`config.mk`:
```
export PLATFORM = sky130hd
export DESIGN_NAME = eth_tx_arb
export DESIGN_NICKNAME = d
export VERILOG_FILES = /design/src/rtl/eth_tx_arb.sv
export SDC_FILE = /design/constraint.sdc
export NUM_CORES = 1
export LEC_CHECK = 0
export ABC_AREA = 1
export CORE_UTILIZATION = 40
export CTS_CLUSTER_DIAMETER = 50
export CTS_CLUSTER_SIZE = 10
export DETAILED_ROUTE_END_ITERATION = 10
export HOLD_SLACK_MARGIN = 0.1
export MAX_ROUTING_LAYER = met4
export PLACE_DENSITY = 0.67
export SLEW_MARGIN = 20
export SYNTH_ARGS = -nofsm -noshare
export SYNTH_HDL_FRONTEND = slang
export SYNTH_SLANG_ARGS = --single-unit
export TNS_END_PERCENT = 20
```
`constraint.sdc`:
```
create_clock -name clk -period 1.5 [get_ports clk]
set_input_delay 0.3 -clock clk [delete_from_list [all_inputs] [get_ports clk]]
set_output_delay 0.3 -clock clk [all_outputs]
set_load 0.01 [all_outputs]
```
`src/rtl/eth_tx_arb.sv`:
```
// eth_tx_arb: multi-channel GMII transmit arbiter.
//   Grants one requesting channel at a time (fixed priority or round robin),
//   forwards the granted channel's GMII byte stream with one cycle of
//   register latency, then forces IFG_CYC idle cycles before the next grant.
//   A granted channel that does not raise tx_en within GRANT_TO cycles
//   loses its grant.
// Parameters: CH_NUM (2..8), ARB_MODE (0 fixed, 1 round robin),
//             IFG_CYC (1..255), GRANT_TO (2..1023).
// Ports:
//   clk, rst_n            GMII tx clock, async active-low reset
//   ch_req/ch_tx_en/ch_txd  per-channel request, data valid, byte (ch i at [8i+7:8i])
//   ch_grant/ch_done      one-hot grant, one-cycle frame-end pulse
//   gmii_tx_en/gmii_txd   merged GMII stream
//   busy                  high whenever the arbiter is not idle
//   frame_cnt             per-channel 16-bit frame counters, present only
//                         when macro ETH_TX_ARB_STAT_EN is defined
module eth_tx_arb #(
  parameter int unsigned CH_NUM   = 2,
  parameter int unsigned ARB_MODE = 0,
  parameter int unsigned IFG_CYC  = 12,
  parameter int unsigned GRANT_TO = 64
) (
  input  logic                 clk,
  input  logic                 rst_n,
  input  logic [CH_NUM-1:0]    ch_req,
  input  logic [CH_NUM-1:0]    ch_tx_en,
  input  logic [8*CH_NUM-1:0]  ch_txd,
  output logic [CH_NUM-1:0]    ch_grant,
  output logic [CH_NUM-1:0]    ch_done,
  output logic                 gmii_tx_en,
  output logic [7:0]           gmii_txd,
  output logic                 busy
`ifdef ETH_TX_ARB_STAT_EN
  ,
  output logic [16*CH_NUM-1:0] frame_cnt
`endif
);

  localparam int unsigned IDX_W = (CH_NUM > 1) ? $clog2(CH_NUM) : 1;
  localparam int unsigned CNT_W = 10;
  localparam logic [IDX_W-1:0] IDX_LAST = IDX_W'(CH_NUM - 1);
  localparam logic [IDX_W:0]   CH_NUM_X = (IDX_W+1)'(CH_NUM);
  localparam logic [CNT_W-1:0] TO_LAST  = CNT_W'(GRANT_TO - 1);
  localparam logic [CNT_W-1:0] IFG_LAST = CNT_W'(IFG_CYC - 1);

  typedef enum logic [1:0] {
    S_IDLE  = 2'd0,
    S_GRANT = 2'd1,
    S_XMIT  = 2'd2,
    S_IFG   = 2'd3
  } state_e;

  state_e state_q, state_d;

  logic [CH_NUM-1:0] grant_q, grant_d;
  logic [CH_NUM-1:0] done_q, done_d;
  logic [IDX_W-1:0]  idx_q, idx_d;
  logic [IDX_W-1:0]  rr_q, rr_d;
  logic [CNT_W-1:0]  cnt_q, cnt_d;
  logic              gtx_q, gtx_d;
  logic [7:0]        gtxd_q, gtxd_d;
  logic              busy_q, busy_d;

  logic              sel_req;
  logic              sel_en;
  logic [7:0]        sel_txd;
  logic [IDX_W-1:0]  win_idx;
  logic [IDX_W-1:0]  fp_idx;
  logic [IDX_W-1:0]  rot_off;
  logic [IDX_W:0]    rr_sum;
  logic [IDX_W-1:0]  rr_idx;
  logic [2*CH_NUM-1:0] req_dbl;
  logic [CH_NUM-1:0] req_rot;
  logic [IDX_W-1:0]  rr_next;

  // Signals of the currently granted channel; all other channels are never looked at.
  always_comb begin
    sel_req = 1'b0;
    sel_en  = 1'b0;
    sel_txd = 8'h00;
    for (int unsigned i = 0; i < CH_NUM; i++) begin
      if (idx_q == IDX_W'(i)) begin
        sel_req = ch_req[i];
        sel_en  = ch_tx_en[i];
        sel_txd = ch_txd[8*i +: 8];
      end
    end
  end

  // Winner selection: lowest index, or lowest index at/after rr_q with wrap.
  always_comb begin
    req_dbl = {ch_req, ch_req} >> rr_q;
    req_rot = req_dbl[CH_NUM-1:0];
    fp_idx  = '0;
    rot_off = '0;
    for (int i = CH_NUM - 1; i >= 0; i--) begin
      if (ch_req[i])  fp_idx  = IDX_W'(i);
      if (req_rot[i]) rot_off = IDX_W'(i);
    end
    rr_sum  = {1'b0, rr_q} + {1'b0, rot_off};
    rr_idx  = (rr_sum >= CH_NUM_X) ? IDX_W'(rr_sum - CH_NUM_X) : IDX_W'(rr_sum);
    win_idx = (ARB_MODE == 0) ? fp_idx : rr_idx;
  end

  assign rr_next = (idx_q == IDX_LAST) ? '0 : idx_q + IDX_W'(1);

  // State register.
  always_ff @(posedge clk or negedge rst_n) begin
    if (!rst_n) state_q <= S_IDLE;
    else        state_q <= state_d;
  end

  // Next-state logic.
  always_comb begin
    state_d = state_q;
    unique case (state_q)
      S_IDLE:  if (|ch_req) state_d = S_GRANT;
      S_GRANT: begin
        if (sel_en)                 state_d = S_XMIT;
        else if (!sel_req)          state_d = S_IDLE;
        else if (cnt_q == TO_LAST)  state_d = S_IDLE;
      end
      S_XMIT:  if (!sel_en) state_d = S_IFG;
      S_IFG:   if (cnt_q == IFG_LAST) state_d = S_IDLE;
      default: state_d = S_IDLE;
    endcase
  end

  // Output / datapath next values. The counter is shared between grant
  // timeout and IFG; it never runs during XMIT so frame length is unbounded.
  always_comb begin
    grant_d = grant_q;
    idx_d   = idx_q;
    rr_d    = rr_q;
    cnt_d   = cnt_q;
    done_d  = '0;
    gtx_d   = 1'b0;
    gtxd_d  = 8'h00;
    busy_d  = (state_d != S_IDLE);
    unique case (state_q)
      S_IDLE: begin
        cnt_d = '0;
        if (|ch_req) begin
          idx_d   = win_idx;
          grant_d = CH_NUM'(1) << win_idx;
        end
      end
      S_GRANT: begin
        if (sel_en) begin
          gtx_d  = 1'b1;
          gtxd_d = sel_txd;
          cnt_d  = '0;
        end else if (!sel_req) begin
          grant_d = '0;
          cnt_d   = '0;
        end else if (cnt_q == TO_LAST) begin
          grant_d = '0;
          rr_d    = rr_next;
          cnt_d   = '0;
        end else begin
          cnt_d = cnt_q + CNT_W'(1);
        end
      end
      S_XMIT: begin
        if (sel_en) begin
          gtx_d  = 1'b1;
          gtxd_d = sel_txd;
        end else begin
          done_d  = grant_q;
          grant_d = '0;
          rr_d    = rr_next;
          cnt_d   = '0;
        end
      end
      S_IFG: begin
        cnt_d = (cnt_q == IFG_LAST) ? '0 : cnt_q + CNT_W'(1);
      end
      default: ;
    endcase
  end

  // Datapath and output registers.
  always_ff @(posedge clk or negedge rst_n) begin
    if (!rst_n) begin
      grant_q <= '0;
      done_q  <= '0;
      idx_q   <= '0;
      rr_q    <= '0;
      cnt_q   <= '0;
      gtx_q   <= 1'b0;
      gtxd_q  <= 8'h00;
      busy_q  <= 1'b0;
    end else begin
      grant_q <= grant_d;
      done_q  <= done_d;
      idx_q   <= idx_d;
      rr_q    <= rr_d;
      cnt_q   <= cnt_d;
      gtx_q   <= gtx_d;
      gtxd_q  <= gtxd_d;
      busy_q  <= busy_d;
    end
  end

  assign ch_grant   = grant_q;
  assign ch_done    = done_q;
  assign gmii_tx_en = gtx_q;
  assign gmii_txd   = gtxd_q;
  assign busy       = busy_q;

`ifdef ETH_TX_ARB_STAT_EN
  // Per-channel frame counters, updated together with the ch_done pulse.
  logic [16*CH_NUM-1:0] frame_cnt_q;

  always_ff @(posedge clk or negedge rst_n) begin
    if (!rst_n) begin
      frame_cnt_q <= '0;
    end else begin
      for (int unsigned i = 0; i < CH_NUM; i++) begin
        if (done_d[i]) frame_cnt_q[16*i +: 16] <= frame_cnt_q[16*i +: 16] + 16'd1;
      end
    end
  end

  assign frame_cnt = frame_cnt_q;
`endif

endmodule

```
# Word level (Yosys, flattened, before mapping)
# Index checks and enable logic that the tools add are counted.
# totals
wordCells	56
ff_bits	27
out_inout_bits	14
input_bits	22
# op_classes
n_eq_ne	9
shift	1
muxes	30
add_sub_neg	1
reduce_logical	7
# ops
op	count
$mux W10	5
$pmux W10 S4	1
$mux W2	13
$mux W8	3
$add A10 B1 Y10 const B	1
$eq A10 B4 Y1 const B	1
$eq A10 B6 Y1 const B	1
$pmux W2 S4	1
$mux W1	6
$ne A2 B2 Y1 const B	3
$pmux W2 S3	1
$reduce_and A5 Y1	1
$eq A2 B2 Y1 const B	2
$reduce_or A2 Y1	2
$ne A3 B3 Y1 const B	1
$reduce_bool A3 Y1	1
$eq A2 B1 Y1 const B	1
$logic_not A2 Y1	1
$reduce_and A2 Y1	1
$reduce_bool A2 Y1	1
$shl A1 B1 Y2 const A	1

# Depth between registers and ports, before layout
# logic_depth
ltp_word	6
ltp_mapped	10

# Worst setup path before layout
# Ideal clock, no wire load.
# synth_path
kind	register to register
start	register state_q[1]
end	register cnt_q[4]
setup_slack_ps	137
period_less_slack_ps	1363
setup_ps	123
path_stages_with_launch	7
arrival_ps	1240
cell_sequence	dfrtp_1 > inv_1 > ha_1 > or2_2 > a21boi_2 > nand3_1 > o21ai_1
# synth_via
elab_chain_cells	2
word_cells_on_any_way	6
# synth_rtl
element	line_no	text
from (decl)	53	state_e state_q, state_d;
from (signal assigned)	110	else state_q <= state_d;
$eq A2 B2 Y1, or another cell as far along	140	unique case (state_q)
$pmux W10 S4 or $ne A2 B2 Y1 (tied branches)	n/a	
to (signal assigned)	198	cnt_q <= cnt_d;
to (decl)	59	logic [CNT_W-1:0] cnt_q, cnt_d;
# Parallel ways exist; a longest one is shown, timed or not.
# A chain may end at the register's enable or synchronous reset.

# Final worst setup path
# layout_path
start	register gtxd_q[6] (netlist: gmii_txd[6])
end	output port gmii_txd[6]
# layout_rtl
element	line_no	text
from (decl)	61	logic [7:0] gtxd_q, gtxd_d;
from (signal assigned)	200	gtxd_q <= gtxd_d;
to (decl)	31	output logic [7:0] gmii_txd,
# No word-level cell between the ends.

==> flow_summary_export.csv <==
group,metric,value,unit
status,outcome,"completed",
clock_tree,clock_sinks,27,
detailed_routing,drtAntennaViolNets,0,
setup_path,slowest_stage,"clkdlybuf4s50_1",
finish,final_cells,290,
setup_path,slowest_delay,540,ps
worst_hold_path,hp-class,"input pin to asynchronous set/reset pin",
die,fp.coreArea,3690,µm²
yosys,synth-edff-count,0,
yosys,yosys.cell_types.count,27,
pwr,p_clk_frac,0.129,
finish,drive_gt1_frac,0.194,
yosys,syn_nets,220,
sta,max_freq,0.685,GHz
pwr,switchingPower,1.34,mW
die,die_y,64.2,µm
detailed_routing,drt_first_pass_iters,5,
clock_tree,cts_tree,"yes",
die,start_util,0.419,
yosys,synth_seq_cells,27,
die,die_w,64.2,µm
grt,track_usage,0.173,
clock_tree,htreeDepth,1,
sta,setup_viol,0,
grt,gr-total-overflow,0,
yosys,synth_top_area_frac,0.437,
pwr,combPwrFrac,0.542,
setup_path,path_cells,"clkdlybuf4s50_1",
finish,area_delta_synth_final,36.1,%
sta,whs,393,ps
setup_path,reg2reg_depth,6,
detailed_routing,drc,0,
yosys,synth_commonest_cells,"48 x nand2_1, 31 x inv_1, 27 x dfrtp_1",
detailed_routing,avgViaCountPerCell,4.78,
yosys,yosysMostFrequentCell,"nand2_1",
pwr,p_seq_frac,0.328,
setup_path,required,1200,ps
pwr,p_sw_frac,0.409,
setup_path,critical_path_class,"flip-flop to output port",
pwr,power,3.27,mW
grt,antenna_found_initial,0,
detailed_routing,routed_wl,3150,µm
setup_path,worstSetupEndpointType,"output port",
die,ioPinCount,36,
pwr,p_int,1.93,mW
sta,rsz0062_at_grt,"true",
clock_tree,cts_hold_buf,0,
clock_tree,cts_buffer_depth,2,
yosys,yosys_warnings,0,
setup_path,r2r-start,"state_q[1]$_DFF_PN0_",
placed_design,dp_slack,-134,ps
grt,grt_max_degree,28,
setup_path,crit_fanout,1,
finish,fin_nets,271,
sta,clock_skew,5.72,ps
placed_design,hpwlAfterDp,2480,µm
detailed_routing,first_iter_violations,43,
sta,min_period,1460,ps
sta,finalHoldViolCount,0,
setup_path,r2r_end,"cnt_q[4]$_DFFE_PN0N_",
detailed_routing,wire_per_inst,10.9,µm
pwr,cellLeakagePower,1.06,nW
sta,worst_slew_pin_slew,341,ps
yosys,ys.flop_type,"dfrtp_1",
yosys,async_reset_ff_frac,1.00,
clock_tree,cts.clk_slew.worst_paths,100,ps
placed_design,io_buffers,35,
sta,period_share,0.974,
setup_path,r2r_setup_slack,60,ps
placed_design,dp.cells,285,
placed_design,place.gp.congestion,0.877,
yosys,avgSynthCellArea,8.05,µm²
sta,maxSlewViolCount,0,
die,std_cell_rows,22,
yosys,synth_area_leaders,"dfrtp_1 44%, nand2_1 12%, inv_1 7.5%",
grt,grt_pass1_vias,1328,
die,die-area,4120,µm²
yosys,postSynthCellCount,192,
detailed_routing,num_vias,1387,
pwr,cellPowerDensity,1550,nW/µm²
setup_path,start_kind,"flip-flop",
finish,final_area,2100,µm²
yosys,ys_seq_area_frac,0.437,
clock_tree,clkLatencyLatePin,270,ps
placed_design,dpl_cell_area,2020,µm²
yosys,yosysTopAreaCell,"dfrtp_1",
clock_tree,cts_buffers,3,
clock_tree,clock-root-buffer,"clkbuf_8",
setup_path,cp.arrival,1160,ps
grt,grt_pass1_wl,5500,µm
yosys,synthesis.area,1550,µm²
sta,slew_headroom,0.773,
setup_path,critPathBufInv,1,
finish,final_util,0.570,
finish,antennaDiodeCount,0,
sta,finalWorstSetupSlack,39.2,ps
run,drv_cap,0,
setup_path,critical_path.top_delay_family,"buffers and inverters",
pwr,ir_worst_vdd,0.724,mV
sta,tns,0,ps
[power groups by stage]
stage	logic (mW)	registers, mW	clock network (mW)
2_1_floorplan	0.995	1.13	0
3_3_place_gp	1.74	1.08	0
3_5_place_dp	1.75	1.08	0
4_1_cts	1.75	1.06	0.436
5_1_grt	2.00	1.10	0.462
6_report	1.77	1.07	0.423
[metal layers]
layer,up-vias,wire length [µm],GRT usage
met5,-,0,-
met4,0,10,0.0167
met3,2,147,0.0375
met2,32,1540,0.309
met1,646,1460,0.207
li1,707,-,-
[sequential cells by signal, summed over array words and instances, names as in the netlist]
name and count:
gmii_txd 8, busy 1, state_q 2, ch_grant 2
ch_done 2, cnt_q 10, gmii_tx_en 1, idx_q 1
[what timing repair did]
item / CTS / global route
setup buffers: 0 / 1
endpoints found under the setup margin: 2 / 23
resized for setup: 2 / 11
[final cells by class]
cell class | count | area (µm²)
Sequential cell | 27 | 678
Timing Repair Buffer | 48 | 445
Tap cell | 48 | 60.1
Fill cell | 366 | 1590
Multi-Input combinational cell | 128 | 737
Inverter | 35 | 134
Clock buffer | 3 | 41.3
Clock inverter | 1 | 7.51
[placed cells by master (no fill, tap or decap)]
cell / instances
nand2_1: 47
clkdlybuf4s50_1: 33
inv_1: 30
dfrtp_1: 25
nand3_1: 17
buf_4: 13
nor2_1: 11
a21oi_1: 10
o21ai_1: 9
nand3_2: 6
inv_2: 4
ha_2: 4
o21ai_0: 3
xor2_1: 3
clkbuf_8: 3
nand2_2: 2
nor2_4: 2
ha_1: 2
dfrtp_2: 2
dlygate4sd2_1: 2
nor2_2: 1
o21ai_4: 1
inv_4: 1
nand4_1: 1
o21a_1: 1
nand2_4: 1
nor3_4: 1
nand4_2: 1
nor3_2: 1
o21ai_2: 1
or2_2: 1
nor3_1: 1
a21boi_2: 1
clkinvlp_4: 1
[worst max path at each step]
stage,startpoint,to,slack [ps],cells after the start
floorplan,state_q[1]$_DFF_PN0_,cnt_q[4]$_DFFE_PN0N_,140,6
global route,state_q[0]$_DFF_PN0_,busy$_DFF_PN0_,-8,8
finish,gmii_txd[6]$_DFF_PN0_,gmii_txd[6],40,1
CTS,state_q[1]$_DFF_PN0_,cnt_q[4]$_DFFE_PN0N_,5,6
detailed placement,ch_tx_en[0],cnt_q[7]$_DFFE_PN0N_,-130,7
global placement,ch_tx_en[1],cnt_q[5]$_DFFE_PN0N_,-70,10
[kinds of logic (layout without fill, tap and decap cells)]
group,Yosys count,count (layout),synth area share
adders and majority gates,6,6,0.0486
xor gates and xnor gates,3,3,0.0170
DFF,27,27,0.437
and+or+nand+nor,93,93,0.299
buffers and inverters,37,87,0.104
AOI/OAI and AO/OA,26,26,0.0947
Power figures use the tool's default switching activity.
